[config.mk]
export PLATFORM = sky130hd
export DESIGN_NAME = gen_step_ctrl
export DESIGN_NICKNAME = d
export VERILOG_FILES = /design/src/rtl/lifegame_pkg.sv /design/src/rtl/tap_edge_det.sv /design/src/rtl/gen_step_ctrl.sv
export SDC_FILE = /design/constraint.sdc
export NUM_CORES = 1
export LEC_CHECK = 0
export BUFFER_PORTS_ARGS = -buffer_cell sky130_fd_sc_hd__buf_2
export CORE_ASPECT_RATIO = 1.5
export CORE_MARGIN = 3
export CORE_UTILIZATION = 45
export CTS_CLUSTER_DIAMETER = 150
export DETAILED_ROUTE_END_ITERATION = 6
export PLACE_DENSITY = 0.82
export SLEW_MARGIN = 10
export SYNTH_ARGS = -nofsm -noshare
export SYNTH_HDL_FRONTEND = slang
export SYNTH_SLANG_ARGS = --single-unit
[constraint.sdc]
create_clock -name clk -period 2.42 [get_ports clk]
set_input_delay 0.484 -clock clk [delete_from_list [all_inputs] [get_ports clk]]
set_output_delay 0.484 -clock clk [all_outputs]
set_load 0.05 [all_outputs]
[src/rtl/lifegame_pkg.sv]
// Shared types and defaults for the Life-game generation control path.
package lifegame_pkg;

    localparam int unsigned DIV_W        = 32;
    localparam int unsigned SPEED_W      = 3;
    localparam int unsigned N_TAPS       = 8;
    localparam int unsigned TAP_BASE_DEF = 20;
    localparam int unsigned GEN_W_DEF    = 16;

    // Generation controller states
    typedef enum logic [1:0] {
        ST_IDLE      = 2'd0,   // paused
        ST_WAIT_TICK = 2'd1,   // running, waiting for the next tick
        ST_BUSY      = 2'd2    // request outstanding to the update engine
    } gen_state_e;

endpackage

[src/rtl/tap_edge_det.sv]
// Selects one divider bit by speed and emits a single-cycle tick on its
// rising edge.
//   clk, rst   : core clock, synchronous active-high reset
//   clkdiv     : free-running divider count
//   speed      : selects bit TAP_BASE+speed
//   tick_c     : combinational one-cycle tick (rising edge of selected bit)
module tap_edge_det
    import lifegame_pkg::*;
#(
    parameter int unsigned TAP_BASE = TAP_BASE_DEF
) (
    input  logic               clk,
    input  logic               rst,
    input  logic [DIV_W-1:0]   clkdiv,
    input  logic [SPEED_W-1:0] speed,
    output logic               tick_c
);

    logic [N_TAPS-1:0]  taps_c;
    logic               sel_c;
    logic               tap_d, tap_q;
    logic [SPEED_W-1:0] speed_d, speed_q;
    logic               unused_div_c;

    // Only the eight selectable bits matter; the rest is folded away.
    assign unused_div_c = ^clkdiv;

    always_comb begin
        taps_c  = clkdiv[TAP_BASE +: N_TAPS];
        sel_c   = taps_c[speed];
        tap_d   = sel_c;
        speed_d = speed;
        // A speed change compares against a different bit, so suppress that cycle.
        tick_c  = sel_c & ~tap_q & (speed == speed_q);
    end

    always_ff @(posedge clk) begin
        if (rst) begin
            tap_q   <= 1'b0;
            speed_q <= '0;
        end else begin
            tap_q   <= tap_d;
            speed_q <= speed_d;
        end
    end

endmodule

[src/rtl/gen_step_ctrl.sv]
// Generation step controller: turns divider ticks or step presses into one
// req/ack handshake per generation with the board-update engine.
//   clk, rst     : core clock, synchronous active-high reset
//   clkdiv       : free-running divider count
//   speed        : tick-rate select (0 fastest)
//   run_toggle   : pulse, flips run/pause
//   step_btn     : pulse, one generation while paused
//   clr_overrun  : pulse, clears overrun
//   step_req     : request level to the engine
//   step_ack     : pulse from the engine, generation done
//   running      : run flag
//   busy         : request outstanding
//   gen_count    : completed generations (wraps)
//   overrun      : sticky, tick arrived while busy
module gen_step_ctrl
    import lifegame_pkg::*;
#(
    parameter int unsigned TAP_BASE = TAP_BASE_DEF,
    parameter int unsigned GEN_W    = GEN_W_DEF
) (
    input  logic               clk,
    input  logic               rst,
    input  logic [DIV_W-1:0]   clkdiv,
    input  logic [SPEED_W-1:0] speed,
    input  logic               run_toggle,
    input  logic               step_btn,
    input  logic               clr_overrun,
    output logic               step_req,
    input  logic               step_ack,
    output logic               running,
    output logic               busy,
    output logic [GEN_W-1:0]   gen_count,
    output logic               overrun
);

    gen_state_e       state_d, state_q;
    logic             running_d, running_q;
    logic             step_req_d, step_req_q;
    logic             busy_d, busy_q;
    logic [GEN_W-1:0] gen_count_d, gen_count_q;
    logic             overrun_d, overrun_q;
    logic             tick_c;
    logic             ovr_set_c;

    tap_edge_det #(
        .TAP_BASE (TAP_BASE)
    ) u_tap (
        .clk    (clk),
        .rst    (rst),
        .clkdiv (clkdiv),
        .speed  (speed),
        .tick_c (tick_c)
    );

    // Next-state, counter and flag logic
    always_comb begin
        state_d     = state_q;
        running_d   = running_q ^ run_toggle;
        gen_count_d = gen_count_q;
        ovr_set_c   = 1'b0;

        unique case (state_q)
            ST_IDLE: begin
                // Toggle has priority over a coincident step press.
                if (run_toggle) begin
                    state_d = ST_WAIT_TICK;
                end else if (step_btn) begin
                    state_d = ST_BUSY;
                end
            end
            ST_WAIT_TICK: begin
                if (run_toggle) begin
                    state_d = ST_IDLE;
                end else if (tick_c) begin
                    state_d = ST_BUSY;
                end
            end
            ST_BUSY: begin
                // Ticks while busy are dropped, never queued.
                ovr_set_c = tick_c;
                if (step_ack) begin
                    gen_count_d = gen_count_q + GEN_W'(1);
                    state_d     = running_d ? ST_WAIT_TICK : ST_IDLE;
                end
            end
            default: state_d = ST_IDLE;
        endcase

        if (ovr_set_c) begin
            overrun_d = 1'b1;
        end else if (clr_overrun) begin
            overrun_d = 1'b0;
        end else begin
            overrun_d = overrun_q;
        end

        step_req_d = (state_d == ST_BUSY);
        busy_d     = (state_d == ST_BUSY);
    end

    always_ff @(posedge clk) begin
        if (rst) begin
            state_q     <= ST_IDLE;
            running_q   <= 1'b0;
            step_req_q  <= 1'b0;
            busy_q      <= 1'b0;
            gen_count_q <= '0;
            overrun_q   <= 1'b0;
        end else begin
            state_q     <= state_d;
            running_q   <= running_d;
            step_req_q  <= step_req_d;
            busy_q      <= busy_d;
            gen_count_q <= gen_count_d;
            overrun_q   <= overrun_d;
        end
    end

    assign step_req  = step_req_q;
    assign running   = running_q;
    assign busy      = busy_q;
    assign gen_count = gen_count_q;
    assign overrun   = overrun_q;

endmodule

[Word level (Yosys, flattened, before mapping)]
Index checks and enable logic that the tools add are counted.
Word-level totals
  register bits: 25
  input bits: 41
  logic and storage cells: 32
  output and inout port bits: 20
Operators by class
  $add $sub $neg: 1
  multiplexer cells: 12
  reduce and logical (&&, ||, !) cells: 3
  bitwise operators: 4
  magnitude comparators: 1
  equality and inequality tests: 4
Operator list (number)
  $add A16 B1 Y16 const B: 1
  $mux W2: 5
  $pmux W2 S3: 1
  $mux W1: 5
  $eq A2 B2 Y1 const B: 2
  $lt A3 B4 Y1 const B: 1
  $bmux W1 S3: 1
  $eq A3 B3 Y1: 1
  $and A1 B1 Y1: 2
  $eq A2 B1 Y1 const B: 1
  $logic_not A2 Y1: 1
  $reduce_and A2 Y1: 1
  $reduce_bool A2 Y1: 1
  $not A1 Y1: 1
  $xor A1 B1 Y1: 1

[Longest topological paths before layout]
Gate-level depths: netlist of run 1.
  depth after elaboration: 8
  mapped depth: 5

[By module]
Synthesis of run 1 repeated with hierarchy kept, for this count alone.
Unflattened totals
  cell total of the unflattened synthesis: 128
  area, all modules: 1187.4 sq um
Modules (own cells, without submodules)
  gen_step_ctrl: cells each 109, times used 1, area each 968.4 sq um
  tap_edge_det: cells each 19, times used 1, area each 219.0 sq um

[Worst setup path before layout of run 1]
Ideal clock, no wire load.
  path type: register to register
  start: register gen_count_q[2], in the netlist gen_count[2]
  end: register gen_count_q[13], in the netlist gen_count[13]
  setup time: 0.123 ns
  arrival time: 1.832 ns
  stages on the path, launching flop included: 5
  setup slack: 0.464 ns
  buffers on the path: 0
  period minus slack after synthesis: 1.956 ns
  path through: dfxtp_1 nand3_1 nor4_2 nand3_1 mux2_1
On the way
  longest elaborated chain between the ends: 1
Ends and longest elaborated chain
  start, declared: RTL line gen_step_ctrl.sv:40  | logic [GEN_W-1:0] gen_count_d, gen_count_q;
  start signal, assigned: RTL line gen_step_ctrl.sv:114  | gen_count_q <= gen_count_d;
  $add A16 B1 Y16: RTL line gen_step_ctrl.sv:82  | gen_count_d = gen_count_q + GEN_W'(1);
Every way passes these cells.
A chain may end at the register's enable or synchronous reset.

[Worst setup path after layout of run 1]
Same ends and word-level chain as after synthesis.

==> results of run 1 <==
==> where the power goes <==
group / switching, mW / internal, mW
logic: 0.0531 / 0.0363
registers: 0.00895 / 0.422
clock network: 0.119 / 0.0617
==> final cells by class <==
cell class              count  area share (%)
well taps                  36           3.130
multi-input cells         100           46.09
inverters                   4           1.043
clock buffers               3           1.565
clock inverters             1          0.3478
repair buffers             37           13.04
flip-flops and latches     25           34.78
==> cell usage in the layout, fill, tap and decap left out, drive strengths merged, types with 2 or more instances in the layout <==
| master | count |
|---|---|
| a21oi | 5 |
| buf | 37 |
| clkbuf | 3 |
| dfxtp | 25 |
| inv | 4 |
| mux2i | 5 |
| nand2 | 7 |
| nand2b | 3 |
| nand3 | 7 |
| nand3b | 4 |
| nand4 | 3 |
| nor2 | 19 |
| nor2b | 6 |
| nor3 | 2 |
| nor4 | 6 |
| o31ai | 3 |
| or4 | 2 |
| xnor2 | 9 |
| xor2 | 5 |
==> flip-flops by register name, summed over array words and instances, names as in the netlist <==
name and cells:
busy 1, u_tap.speed_q 3, state_q 2, u_tap.tap_q 1, overrun 1, gen_count 16
running 1
==> logic make-up after synthesis <==
family / Yosys count / synth area share (%)
simple gates: 65 / 30.00
flops: 25 / 41.24
compound gates: 14 / 8.454
xor+xnor: 14 / 10.10
buf+inv: 10 / 4.123
mux: 6 / 5.052
fa+ha+maj: 1 / 1.031
==> final timing paths <==
check / from / slack, ns / cells after the start / endpoint
max reg2reg: gen_count[2] / 0.67 / 4 / gen_count[13]
max: gen_count[2] / 0.67 / 4 / gen_count[13]
min: clr_overrun / 0.36 / 2 / overrun
min reg2reg: overrun / 0.50 / 2 / overrun
==> worst register-to-register path, delay by kind of cell (launching register included) <==
kind,cells,cell delay [ns]
simple gates,3,0.88
mux,1,0.32
flops,1,0.45
==> routing by layer <==
layer | GRT usage (%) | wire, um | up-vias | part of all wire [%]
li1 | - | - | 544 | -
met1 | 15.39 | 924 | 489 | 37
met2 | 32.21 | 1374 | 36 | 56
met3 | 3.011 | 146 | 6 | 5.9
met4 | 7.595 | 25 | 0 | 1.0
met5 | 0 | 0 | - | 0
==> results.cfg, run 1 <==
[status]
status = finished clean

[cts]
cts_buffers = 3
clk_latency_ns = 0.31
htreeDepth = 1
post_cts_buffers = 0
cts-root-buf = clkbuf_4
clock-sinks = 25
clk_pin_slew_worst_paths_ns = 0.13
cts_tree = built
cts_resized = 0
cts_buffer_depth = 2
cts_hold_buf = 0

[die]
rows = 22
die_h_um = 69.61
pin_count = 61
die_area_um2 = 3369
core_um2 = 2505
die_x_um = 48.41
initial_core_util_pct = 48.45

[timing]
setup_tns_ns = 0
fin_crit_sh_pct = 72.28
hold_viol = 0
fin_worst_skew_ns = 0.001745
final_max_slew_viol_count = 0
period_needed_ns = 1.749
timing.final.ws_setup_ns = 0.6709
timing.fmax_mhz = 571.7
tightestPinTransition_ns = 0.4701
setup_viol = 0
rsz0062_at_grt = no
holdWs_ns = 0.3646
slew-limit-headroom_pct = 68.40

[place]
gp_congestion = 0.8406
io_buffers = 36
placed_cell_area_um2 = 1411
dp_cells = 202
place_ws_ns = 0.4259
dpl.hpwl_um = 1964

[critical_path]
cp_slowest_cell = nor4_2
crit_fanout = 7
crit_buf_inv = 0
endpoint_kind = flop
worst-setup-path-type = reg2reg
cpPeakStageDelay_ns = 0.51
worstPathArrival_ns = 1.96
startpoint_type = flop
cpLargestDelayFamily = simple AND/OR/NAND/NOR gates
cpMostUsedCell = nand3_1
crit_required_ns = 2.63
crit_chain = nand3_1 -> nor4_2 -> nand3_1 -> mux2_1

[layout]
area_delta_synth_final_pct = 18.56
stdcell_count = 206
multi_input_area_um2 = 663.1
stdcell_area_um2 = 1439
layout.nets = 213
drive_gt1_share_pct = 27.06
post-route-util_pct = 57.44
area.sequential_um2 = 500.5
diodes = 0
fillCellCount = 235

[global_route]
antenna_found_initial = 0
grt_pass1_wl_um = 4485
grt_pass1_vias = 1130
grt_max_degree = 28
grt_overflow = 0
track_usage_pct = 16.21

[drt]
wl_um = 2471
dr.pass1.iters = 5
ant_nets = 0
vias = 1075
vias_per_cell = 5.218
route.detailed.drc = 0
drt_first_iter_violations = 13
wl_per_cell_um = 12.00

[worst_hold_path]
holdCritPathClass = in2reg

[pwr]
power.density_nw_per_um2 = 487.3
power_mw = 0.7012
ir_worst_vdd_uv = 278.1
p_leak_nw = 0.5959

[yosys]
ys_seq_elements = 25
synthesis.area_um2 = 1214
ys_types = 37
yosys.area.top_type = dfxtp_1
synth_nets = 177
syn_inst = 135
synth_commonest_cells = 25 x dfxtp_1, 19 x nor2_1, 9 x xnor2_1
ys.flop_type = dfxtp_1
synth_area_leaders = dfxtp_1 41%, xnor2_1 6.5%, nor2_1 5.9%, mux2i_1 4.1%, xor2_1 3.6%
ys_warn_count = 0
synth_top_area_share_pct = 41.24
synth_most_common_cell = dfxtp_1
synth_seq_area_share_pct = 41.24
synthArstFlopShare_pct = 0
avgSynthCellArea_um2 = 8.990
synth_edf_count = 0

[flow_run]
drv_cap = 0
Power figures use the tool's default switching activity.
==> inputs of run 2 (changes only) <==
clock period = 1.61 ns   (was 2.42 ns; I/O delays follow)
==> run 2 against run 1 <==
Against the previous run:
- the flow now finishes with violations (negative setup slack)
- clock skew is 0.0073 ns higher
- register-to-register slack worse by 0.73 ns
- non-clock buffer count is 10 higher
- setup slack worse by 0.73 ns
- routed wire length is 6.6% higher
- cell area is 7.7% higher
- sequential power is 48% higher
==> results.cfg, run 2 (synthesis results as in run 1) <==
[status]
status = finished with violations
violations = negative setup slack

[layout]
final_common_cell = buf_2
fillCellCount = 224
layout.nets = 223
largest_reg_flops = 16
diodes = 0
area_delta_synth_final_pct = 27.73
final_cell_mix = 36 x buf_2, 19 x nor2_1, 14 x dfxtp_1
stdcell_count = 216
area.sequential_um2 = 529.3
drive_gt1_share_pct = 36.67
multi_input_area_um2 = 671.9

[critical_path]
cpPeakStageDelay_ns = 0.52
endpoint_kind = flop
crit_chain = xor2_1 -> or4_4 -> or4b_4 -> o32ai_2
cp_slowest_cell = or4_4
cpLargestDelayFamily = simple AND/OR/NAND/NOR gates
crit_buf_inv = 0
worst-setup-path-type = reg2reg
crit_required_ns = 1.83
worstPathArrival_ns = 1.89
crit_fanout = 2
startpoint_type = flop

[cts]
htreeDepth = 1
cts_tree = built
cts_buffer_depth = 2
clock-sinks = 25
clk_latency_ns = 0.30
cts-root-buf = clkbuf_4
cts_buffers = 3
clk_pin_slew_worst_paths_ns = 0.12
cts_hold_buf = 0

[place]
gp_congestion = 0.8560
dpl.hpwl_um = 2156
dp_cells = 210
io_buffers = 36

[pwr]
power_frac_comb_pct = 14.1
p_int_mw = 0.7857
ir_worst_vdd_uv = 559.4
p_sw_mw = 0.2678
pwr-share-seq_pct = 60.5
p_clk_share_pct = 25.4
p_sw_share_pct = 25.42
power.density_nw_per_um2 = 679.6
p_leak_nw = 0.6633

[timing]
slew-limit-headroom_pct = 75.47
timing.fmax_mhz = 600.7
timing.final.ws_setup_ns = -0.05464
tightestPinTransition_ns = 0.3647
holdWs_ns = 0.2202
rsz0062_at_grt = yes
setup_viol = 1
final_max_slew_viol_count = 0
period_needed_ns = 1.665
fin_worst_skew_ns = 0.009035
hold_viol = 0
fin_crit_sh_pct = 103.4

[drt]
dr.pass1.iters = 4
wl_um = 2635
drt_first_iter_violations = 20
ant_nets = 0
vias_per_cell = 5.222
route.detailed.drc = 0
vias = 1128
wl_per_cell_um = 12.20

[global_route]
grt_overflow = 0
track_usage_pct = 16.06
grt_max_degree = 16
grt_pass1_wl_um = 4567
grt_pass1_vias = 1157
antenna_found_initial = 0

[worst_hold_path]
holdCritPathClass = in2reg

[die]
die_x_um = 48.41
die_area_um2 = 3369
pin_count = 61
rows = 22
core_um2 = 2505
die_h_um = 69.61
initial_core_util_pct = 48.45

[flow_run]
drv_cap = 0
run 2: cell count changes in the layout (fill, tap and decap cells not counted), sizes merged:
cell	previous run	this run
clkbuf	3	4
buf	37	47
clkinv	1	0
run 2: routing by layer:
layer	vias to the layer above	global-route usage [%]	share of wire (%)
li1	564	-	-
met1	533	16.16	38
met2	29	32.98	58
met3	2	2.151	4.3
met4	0	4.430	0.46
met5	-	0	0
run 2: worst register-to-register path, delay by kind of cell (launching register included):
| kind | cells | cell delay [ns] |
|---|---|---|
| simple gates | 2 | 1.02 |
| flops | 1 | 0.34 |
| xor+xnor | 1 | 0.14 |
| compound gates | 1 | 0.10 |
run 2: power by group through the flow:
stage                     sequential (mW)  clock (mW)  combinational [mW]
after CTS                           0.637       0.277               0.149
after detailed placement            0.651           0               0.149
final                               0.637       0.268               0.149
after global placement              0.649           0               0.143
after floorplan                     0.667           0              0.0803
after global routing                0.639       0.300               0.164
run 2: worst paths after layout:
path / start / to / slack [ns] / cells past startpoint
max: u_tap.speed_q[2] / overrun / -0.05 / 4
min reg2reg: overrun / overrun / 0.50 / 2
min: clr_overrun / overrun / 0.22 / 2
max reg2reg: u_tap.speed_q[2] / overrun / -0.05 / 4
run 2: area by class of cell:
type | count | area share, %
repair buffers | 47 | 16.95
well taps | 36 | 2.906
multi-input cells | 100 | 43.34
inverters | 4 | 0.9685
clock buffers | 4 | 1.695
flip-flops and latches | 25 | 34.14
run 2: timing repair:
action | 4_1_cts | 5_1_grt
setup endpoints to repair | 1 | 2
setup buffers | 0 | 2
hold endpoints to repair | 0 | 0
gates resized for setup | 0 | 2
pin swaps | 0 | 4
run 2: stage by stage:
step	worst slack [ns]	util [%]	instance area [um^2]	power, mW	setup TNS, ns
2_1_floorplan	-0.1137	-	1246	0.7471	-0.2196
3_3_place_gp	-0.1604	59.89	1500	0.7919	-0.1708
3_5_place_dp	-0.1869	59.89	1500	0.7995	-0.2289
4_1_cts	-0.05974	60.94	1526	1.063	-0.05974
5_1_grt	-0.09859	61.89	1550	1.102	-0.1019
6_report	-0.05464	61.89	1550	1.054	-0.05464
